**src/rtl/ram_pkg.sv**
```systemverilog
// Shared definitions for the RAM command initiator.
// Holds the command opcode encoding, the FSM state encoding and the
// default RAM geometry (8 words of 8 bits).
package ram_pkg;

    localparam int DATA_W_DEF = 8;
    localparam int ADDR_W_DEF = 3;

    typedef enum logic [1:0] {
        OP_WRITE = 2'b00,
        OP_READ  = 2'b01,
        OP_SCAN  = 2'b10,
        OP_CLEAR = 2'b11
    } op_e;

    typedef enum logic [2:0] {
        ST_IDLE    = 3'd0,
        ST_WR      = 3'd1,
        ST_RD_ADDR = 3'd2,
        ST_RD_CAPT = 3'd3,
        ST_SCAN    = 3'd4,
        ST_CLR     = 3'd5,
        ST_RESP    = 3'd6
    } state_e;

endpackage

```
**src/rtl/ram_master.sv**
```systemverilog
// Command-driven initiator for a synchronous single-port RAM with
// 1-cycle registered read latency (read-before-write).
//
// Commands (cmd_op): WRITE, READ, SCAN (sum all words), CLEAR (zero all
// words). One response per command on the rsp_* port.
//
// Ports
//   clk, rst              clock, synchronous active-high reset
//   cmd_valid/cmd_ready   command handshake; cmd_ready high only in IDLE
//   cmd_op/addr/wdata     command fields, latched on accept
//   rsp_valid/rsp_ready   response handshake; response held until taken
//   rsp_data              READ word / SCAN sum / 0 for WRITE and CLEAR
//   mem_addr/wdata/wr_en  to the RAM
//   mem_rdata             from the RAM, valid one cycle after mem_addr
//
// Every output is a flop; next values are computed from state_d so the
// registered outputs line up with the state they belong to.
//
// state      | meaning
// -----------+-----------------------------------------------------------
// ST_IDLE    | waiting for a command, cmd_ready=1
// ST_WR      | single RAM write of the latched address/data
// ST_RD_ADDR | read address presented to the RAM
// ST_RD_CAPT | RAM data valid; load rsp_data (READ word or final SCAN sum)
// ST_SCAN    | walking addresses 0..DEPTH-1, accumulating returned words
// ST_CLR     | writing 0 to addresses 0..DEPTH-1
// ST_RESP    | rsp_valid=1 until rsp_ready
module ram_master
    import ram_pkg::*;
#(
    parameter int DATA_W = DATA_W_DEF,
    parameter int ADDR_W = ADDR_W_DEF,
    parameter int DEPTH  = 2 ** ADDR_W_DEF,
    localparam int SUM_W = DATA_W + ADDR_W
) (
    input  logic              clk,
    input  logic              rst,
    input  logic              cmd_valid,
    output logic              cmd_ready,
    input  logic [1:0]        cmd_op,
    input  logic [ADDR_W-1:0] cmd_addr,
    input  logic [DATA_W-1:0] cmd_wdata,
    output logic              rsp_valid,
    input  logic              rsp_ready,
    output logic [SUM_W-1:0]  rsp_data,
    output logic [ADDR_W-1:0] mem_addr,
    output logic [DATA_W-1:0] mem_wdata,
    output logic              mem_wr_en,
    input  logic [DATA_W-1:0] mem_rdata
);

    localparam logic [ADDR_W-1:0] IDX_LAST = ADDR_W'(DEPTH - 1);

    state_e             state_q, state_d;
    op_e                op_q, op_d;
    logic [ADDR_W-1:0]  idx_q, idx_d;
    logic [SUM_W-1:0]   acc_q, acc_d;

    logic               cmd_ready_d;
    logic               rsp_valid_d;
    logic [SUM_W-1:0]   rsp_data_d;
    logic [ADDR_W-1:0]  mem_addr_d;
    logic [DATA_W-1:0]  mem_wdata_d;
    logic               mem_wr_en_d;

    always_ff @(posedge clk) begin
        if (rst) begin
            state_q   <= ST_IDLE;
            op_q      <= OP_WRITE;
            idx_q     <= '0;
            acc_q     <= '0;
            cmd_ready <= 1'b0;
            rsp_valid <= 1'b0;
            rsp_data  <= '0;
            mem_addr  <= '0;
            mem_wdata <= '0;
            mem_wr_en <= 1'b0;
        end else begin
            state_q   <= state_d;
            op_q      <= op_d;
            idx_q     <= idx_d;
            acc_q     <= acc_d;
            cmd_ready <= cmd_ready_d;
            rsp_valid <= rsp_valid_d;
            rsp_data  <= rsp_data_d;
            mem_addr  <= mem_addr_d;
            mem_wdata <= mem_wdata_d;
            mem_wr_en <= mem_wr_en_d;
        end
    end

    always_comb begin
        state_d     = state_q;
        op_d        = op_q;
        idx_d       = idx_q;
        acc_d       = acc_q;
        rsp_data_d  = rsp_data;
        // mem_addr only moves when a new address is issued, so it stays
        // quiet in IDLE and RESP.
        mem_addr_d  = mem_addr;
        mem_wdata_d = '0;

        case (state_q)
            ST_IDLE: begin
                if (cmd_valid && cmd_ready) begin
                    op_d       = op_e'(cmd_op);
                    idx_d      = '0;
                    acc_d      = '0;
                    rsp_data_d = '0;
                    case (op_e'(cmd_op))
                        OP_WRITE: begin
                            state_d     = ST_WR;
                            mem_addr_d  = cmd_addr;
                            mem_wdata_d = cmd_wdata;
                        end
                        OP_READ: begin
                            state_d    = ST_RD_ADDR;
                            mem_addr_d = cmd_addr;
                        end
                        OP_SCAN: begin
                            state_d    = ST_SCAN;
                            mem_addr_d = '0;
                        end
                        default: begin
                            state_d    = ST_CLR;
                            mem_addr_d = '0;
                        end
                    endcase
                end
            end

            ST_WR: begin
                state_d = ST_RESP;
            end

            ST_RD_ADDR: begin
                state_d = ST_RD_CAPT;
            end

            ST_RD_CAPT: begin
                // For SCAN this cycle carries the last word (address DEPTH-1).
                if (op_q == OP_SCAN) begin
                    rsp_data_d = acc_q + SUM_W'(mem_rdata);
                end else begin
                    rsp_data_d = SUM_W'(mem_rdata);
                end
                state_d = ST_RESP;
            end

            ST_SCAN: begin
                // Data returned now belongs to address idx_q-1; at idx_q==0
                // nothing has been read yet.
                if (idx_q != '0) begin
                    acc_d = acc_q + SUM_W'(mem_rdata);
                end
                if (idx_q == IDX_LAST) begin
                    idx_d   = '0;
                    state_d = ST_RD_CAPT;
                end else begin
                    idx_d      = idx_q + 1'b1;
                    mem_addr_d = idx_q + 1'b1;
                end
            end

            ST_CLR: begin
                if (idx_q == IDX_LAST) begin
                    idx_d   = '0;
                    state_d = ST_RESP;
                end else begin
                    idx_d      = idx_q + 1'b1;
                    mem_addr_d = idx_q + 1'b1;
                end
            end

            ST_RESP: begin
                if (rsp_ready) begin
                    state_d = ST_IDLE;
                end
            end

            default: begin
                state_d = ST_IDLE;
            end
        endcase

        cmd_ready_d = (state_d == ST_IDLE);
        rsp_valid_d = (state_d == ST_RESP);
        mem_wr_en_d = (state_d == ST_WR) || (state_d == ST_CLR);
    end

endmodule

```
**config.mk**
```make
export PLATFORM = sky130hd
export DESIGN_NAME = ram_master
export DESIGN_NICKNAME = d
export VERILOG_FILES = /design/src/rtl/ram_pkg.sv /design/src/rtl/ram_master.sv
export SDC_FILE = /design/constraint.sdc
export NUM_CORES = 1
export LEC_CHECK = 0
export CAP_MARGIN = 20
export CORE_MARGIN = 2
export CORE_UTILIZATION = 31
export DETAILED_ROUTE_END_ITERATION = 8
export DONT_BUFFER_PORTS = 1
export HOLD_SLACK_MARGIN = 0.02
export PLACE_DENSITY = 0.56
export SLEW_MARGIN = 15
export SYNTH_ARGS = -nofsm -noshare
export SYNTH_HDL_FRONTEND = slang
export SYNTH_SLANG_ARGS = --single-unit
```
**constraint.sdc**
```tcl
create_clock -name clk -period 2.95 [get_ports clk]
set_input_delay 0.7375 -clock clk [delete_from_list [all_inputs] [get_ports clk]]
set_output_delay 0.7375 -clock clk [all_outputs]
set_load 0.03 [all_outputs]
```
Word level (Yosys, flattened, before mapping)
Index checks and enable logic that the tools add are counted.
{ "op_classes": {"eq_ne": 16, "n_bitwise": 3, "n_reduce_logical": 18, "addsub": 2, "muxes": 18} }
{ "op_table": {"columns": ["operator", "n"], "rows": [
  ["11-bit case mux with 2 select lines", 2],
  ["11-bit 2-to-1 mux", 3],
  ["3-bit 2-to-1 mux", 9],
  ["3-bit equality test (second input constant)", 6],
  ["3-bit case mux with 6 select lines", 1],
  ["3-bit case mux with 2 select lines", 2],
  ["11-bit by 8-bit adder with 11-bit output", 1],
  ["3-bit case mux with 3 select lines", 1],
  ["3-bit by 1-bit equality test with 1-bit output (second input constant)", 2],
  ["3-bit by 2-bit equality test with 1-bit output (second input constant)", 2],
  ["3-bit logical NOT", 2],
  ["2-bit inequality test (second input constant)", 3],
  ["2-bit AND reduction", 3],
  ["3-bit AND reduction", 2],
  ["2-bit nonzero test", 3],
  ["2-bit OR reduction", 3],
  ["2-bit equality test (second input constant)", 2],
  ["4-bit OR reduction", 1],
  ["3-bit by 1-bit adder with 3-bit output (second input constant)", 1],
  ["1-bit inverter", 3],
  ["3-bit nonzero test", 1],
  ["2-bit by 1-bit equality test with 1-bit output (second input constant)", 1],
  ["2-bit logical NOT", 1],
  ["1-bit logical AND", 1],
  ["1-bit logical OR", 1]
]} }
{ "totals": {"word_cells": 67, "inputBits": 25, "output_inout_bits": 25, "reg_bits": 44} }

Logic depth before layout (Yosys ltp)
{ "depth": {"depth_word": 6, "ltp_mapped": 8} }

Worst setup path before layout
Ideal clock, no wire load.
{ "synth_path": {"kind": "input -> register", "from": "in mem_rdata[0]", "to": "reg rsp_data[8]", "slack_ns": 0.284, "setup_ns": 0.062, "n_path_buf": 0, "path_stages": 7, "arrival_ns": 2.604, "path_cell_list": "ha_1 > fa_1 > a211oi_1 > o211ai_1 > a21boi_0 > or4_1 > nand3_1"} }
{ "synth_between": {"elab_chain_cells": 3} }
{ "synth_lines": {"columns": ["item", "line", "text"], "rows": [
  ["start, declared", "ram_master.sv:49", "input logic [DATA_W-1:0] mem_rdata"],
  ["11-bit by 8-bit adder with 11-bit output", "ram_master.sv:143", "rsp_data_d = acc_q + SUM_W'(mem_rdata);"],
  ["11-bit 2-to-1 mux", "ram_master.sv:142", "if (op_q == OP_SCAN) begin"],
  ["11-bit case mux with 2 select lines", "ram_master.sv:103", "case (state_q)"],
  ["end signal, assigned", "ram_master.sv:85", "rsp_data <= rsp_data_d;"],
  ["end, declared", "ram_master.sv:45", "output logic [SUM_W-1:0] rsp_data,"]
]} }
Every way passes these cells.
A chain may end at the register's enable or synchronous reset.

Final worst setup path
Same ends and word-level chain as after synthesis.

==> results.ini <==
[synth]
netlist_area_mm2=0.002238
ys_async_sr_fraction=0
synth-warning-count=0
ys_top_cells_by_area=dfxtp_1 39%, ha_1 8.9%, a21oi_1 5.4%
synthCells=264
synth_top_flop_cell=dfxtp_1
yosys.area.top_type=dfxtp_1
synth_sequential_area_ratio=0.3935
synth.cells.most_frequent=44 x dfxtp_1, 32 x nand2_1, 30 x nor2_1
synth-seq-cells=44
synthMostInstantiatedCell=dfxtp_1
synth.lib_cells_used.distinct=46
synth_largest_type_area_fraction=0.3935
synthesis.nets=306
synth-edff-count=0
mean_instance_size_in_the_synthesized_netlist_um2=8.479

[clock_tree]
clkSinkCount=44
tritoncts_clock_tree=built
post-cts-setup-buffer-count=0
cts.reportedPaths.clkPinSlew_ns=0.08
ctsRootBufferMaster=clkbuf_8
clock_tree.htree_level_count=2
tritoncts.num_buffers=5
cts_hold_buffers=0
worst_skew_pair.late_latency_ns=0.29
cts.repair.resized=0
cts_max_path_buffers=2

[grt]
track_usage=0.1345
global_route.usage.met1=0.1831
number_of_antenna_violations_at_the_first_check_in_global_routing=0
groute.layer.met2.usage=0.2015
global_route.usage.met3=0.04709
grt-busiest-layer=met2
grt_first_pass_wirelength_mm=8.328
first_global_vias=1680
global_route.overflow_total=0
grt_start_max_net_pins=39

[sta]
max-slew-margin-rel=0.6254
maxClockFrequency_mhz=393.7
final.setup_skew_ns=0.003881
min_period_over_period=0.8611
max_slew.worst_pin.slew_ns=0.5599
setup_viol=0
rsz_0062_raised_after_global_routing=no
report.final.hold_viol_count=0
finalMaxSlewViolations=0
final.setup.tns_ns=0
post-route-min-period_ns=2.540

[critical_path]
critPathCaptureType=flip-flop
data_arrival_at_the_endpoint_of_the_critical_path_ns=2.78
critical_path_class=in2reg
start_kind=input pin
worstPathRequired_ns=3.19
worst-path-max-fanout=4

[routing]
drtPass1Iterations=4
ant_nets=0
viasPerCell=5.178
routed_wl_mm=5.203
via_count=1859
dr.first_iter.drc_count=67
wl_per_cell_um=14.49
detail_route.drc_violations=0

[finish]
layout.cell_area.non_filler_mm2=0.002402
instances_no_fill=359
final_net_count=304
antennaDiodeCount=0
syn_to_final_growth_pct=7.322
layout_cells_sized_above_1=0.05703
utilization_of_the_core_after_routing=0.3478
n_fill_cell=754

[power]
vdd.ir_drop.worst_mv=0.2613
cellLeakagePower_nw=0.8779
power.density_cell_area_mw_per_mm2=600.7

[placed_design]
dpl.hpwl_mm=3.837
routabilityCongestion=0.7874
place.port_buffers=0
place_area_mm2=0.002310
dp_cells=351

[floorplanning]
die_width_um=88.98
floorplan.initialDensity=0.3241
total_die_area_mm2=0.007917
fp.coreArea_mm2=0.006907
row_count=30
die_height_um=88.98
boundaryPins=50

[outcome]
run_status=finished, final reports clean

[worst_hold_path]
path_category_of_the_worst_min_delay_check=reg2reg

[flow_run]
cap_viol_max_count=0

-- worst max-delay path, stage by stage --
cell and delay, ns:
ha_1 0.21, fa_1 0.41, a211oi_1 0.36, o211ai_1 0.19, a21boi_0 0.21, or4_1 0.56, nand3_1 0.09
-- worst paths after layout --
| check | from | endpoint | slack [ns] | cells after the start |
|---|---|---|---|---|
| min reg2reg | acc_q[0]$_SDFFE_PP0P_ | acc_q[0]$_SDFFE_PP0P_ | 0.46 | 2 |
| max reg2reg | acc_q[0]$_SDFFE_PP0P_ | rsp_data[8]$_SDFFE_PP0P_ | 0.54 | 7 |
| max | mem_rdata[0] | rsp_data[8]$_SDFFE_PP0P_ | 0.41 | 7 |
| min | acc_q[0]$_SDFFE_PP0P_ | acc_q[0]$_SDFFE_PP0P_ | 0.46 | 2 |
-- power by group --
group / internal [mW] / total (mW) / switching, mW
Sequential: 0.646 / 0.762 / 0.116
Clock: 0.187 / 0.398 / 0.211
Combinational: 0.108 / 0.283 / 0.176
Total: 0.941 / 1.44 / 0.502
-- stage by stage --
stage / setup slack (ns) / hold slack, ns / power (mW)
floorplan: 0.2837 / 0.4400 / 1.013
global placement: 0.1872 / 0.4442 / 1.058
detailed placement: 0.1178 / 0.4546 / 1.061
CTS: 0.4233 / 0.4676 / 1.469
global route: 0.2658 / 0.4869 / 1.530
finish: 0.4099 / 0.4623 / 1.443
-- logic make-up (layout without fill, tap and decap cells) --
group	after synthesis	count (layout)	share of synthesized area
and+or+nand+nor	112	112	0.2504
AOI/OAI and AO/OA	67	67	0.1912
DFF	44	44	0.3935
adders and majority gates	17	17	0.09838
buffers and inverters	16	15	0.03521
xor gates and xnor gates	8	8	0.03130
-- state kept, by name (all words and copies together) (netlist names) --
signal     flops
acc_q         11
cmd_ready      1
idx_q          3
mem_addr       3
mem_wdata      8
mem_wr_en      1
op_q           2
rsp_data      11
rsp_valid      1
state_q        3
-- layout make-up --
class	instances	area (um2)	share of cell area
timing repair buffer	1	7.507	0.003125
inverter	6	22.52	0.009375
tap	96	120.1	0.05000
clock inverter	2	10.01	0.004167
clock buffer	6	82.58	0.03438
sequential	44	880.8	0.3667
multi-input combinational	204	1279	0.5323
-- metal layers --
layer	wire length, um	part of all wire
met1	2473	0.48
met4	64	0.012
met5	0	0
met2	2259	0.43
met3	406	0.078
-- placed cells by master (no fill, tap or decap), types with 8 or more instances in the layout --
cell type	count
nand2_1	32
o21ai_0	10
ha_1	16
a21oi_1	24
nor2_1	30
nand3_1	9
and2_1	8
dfxtp_1	44
(Power assumes the default switching activity.)
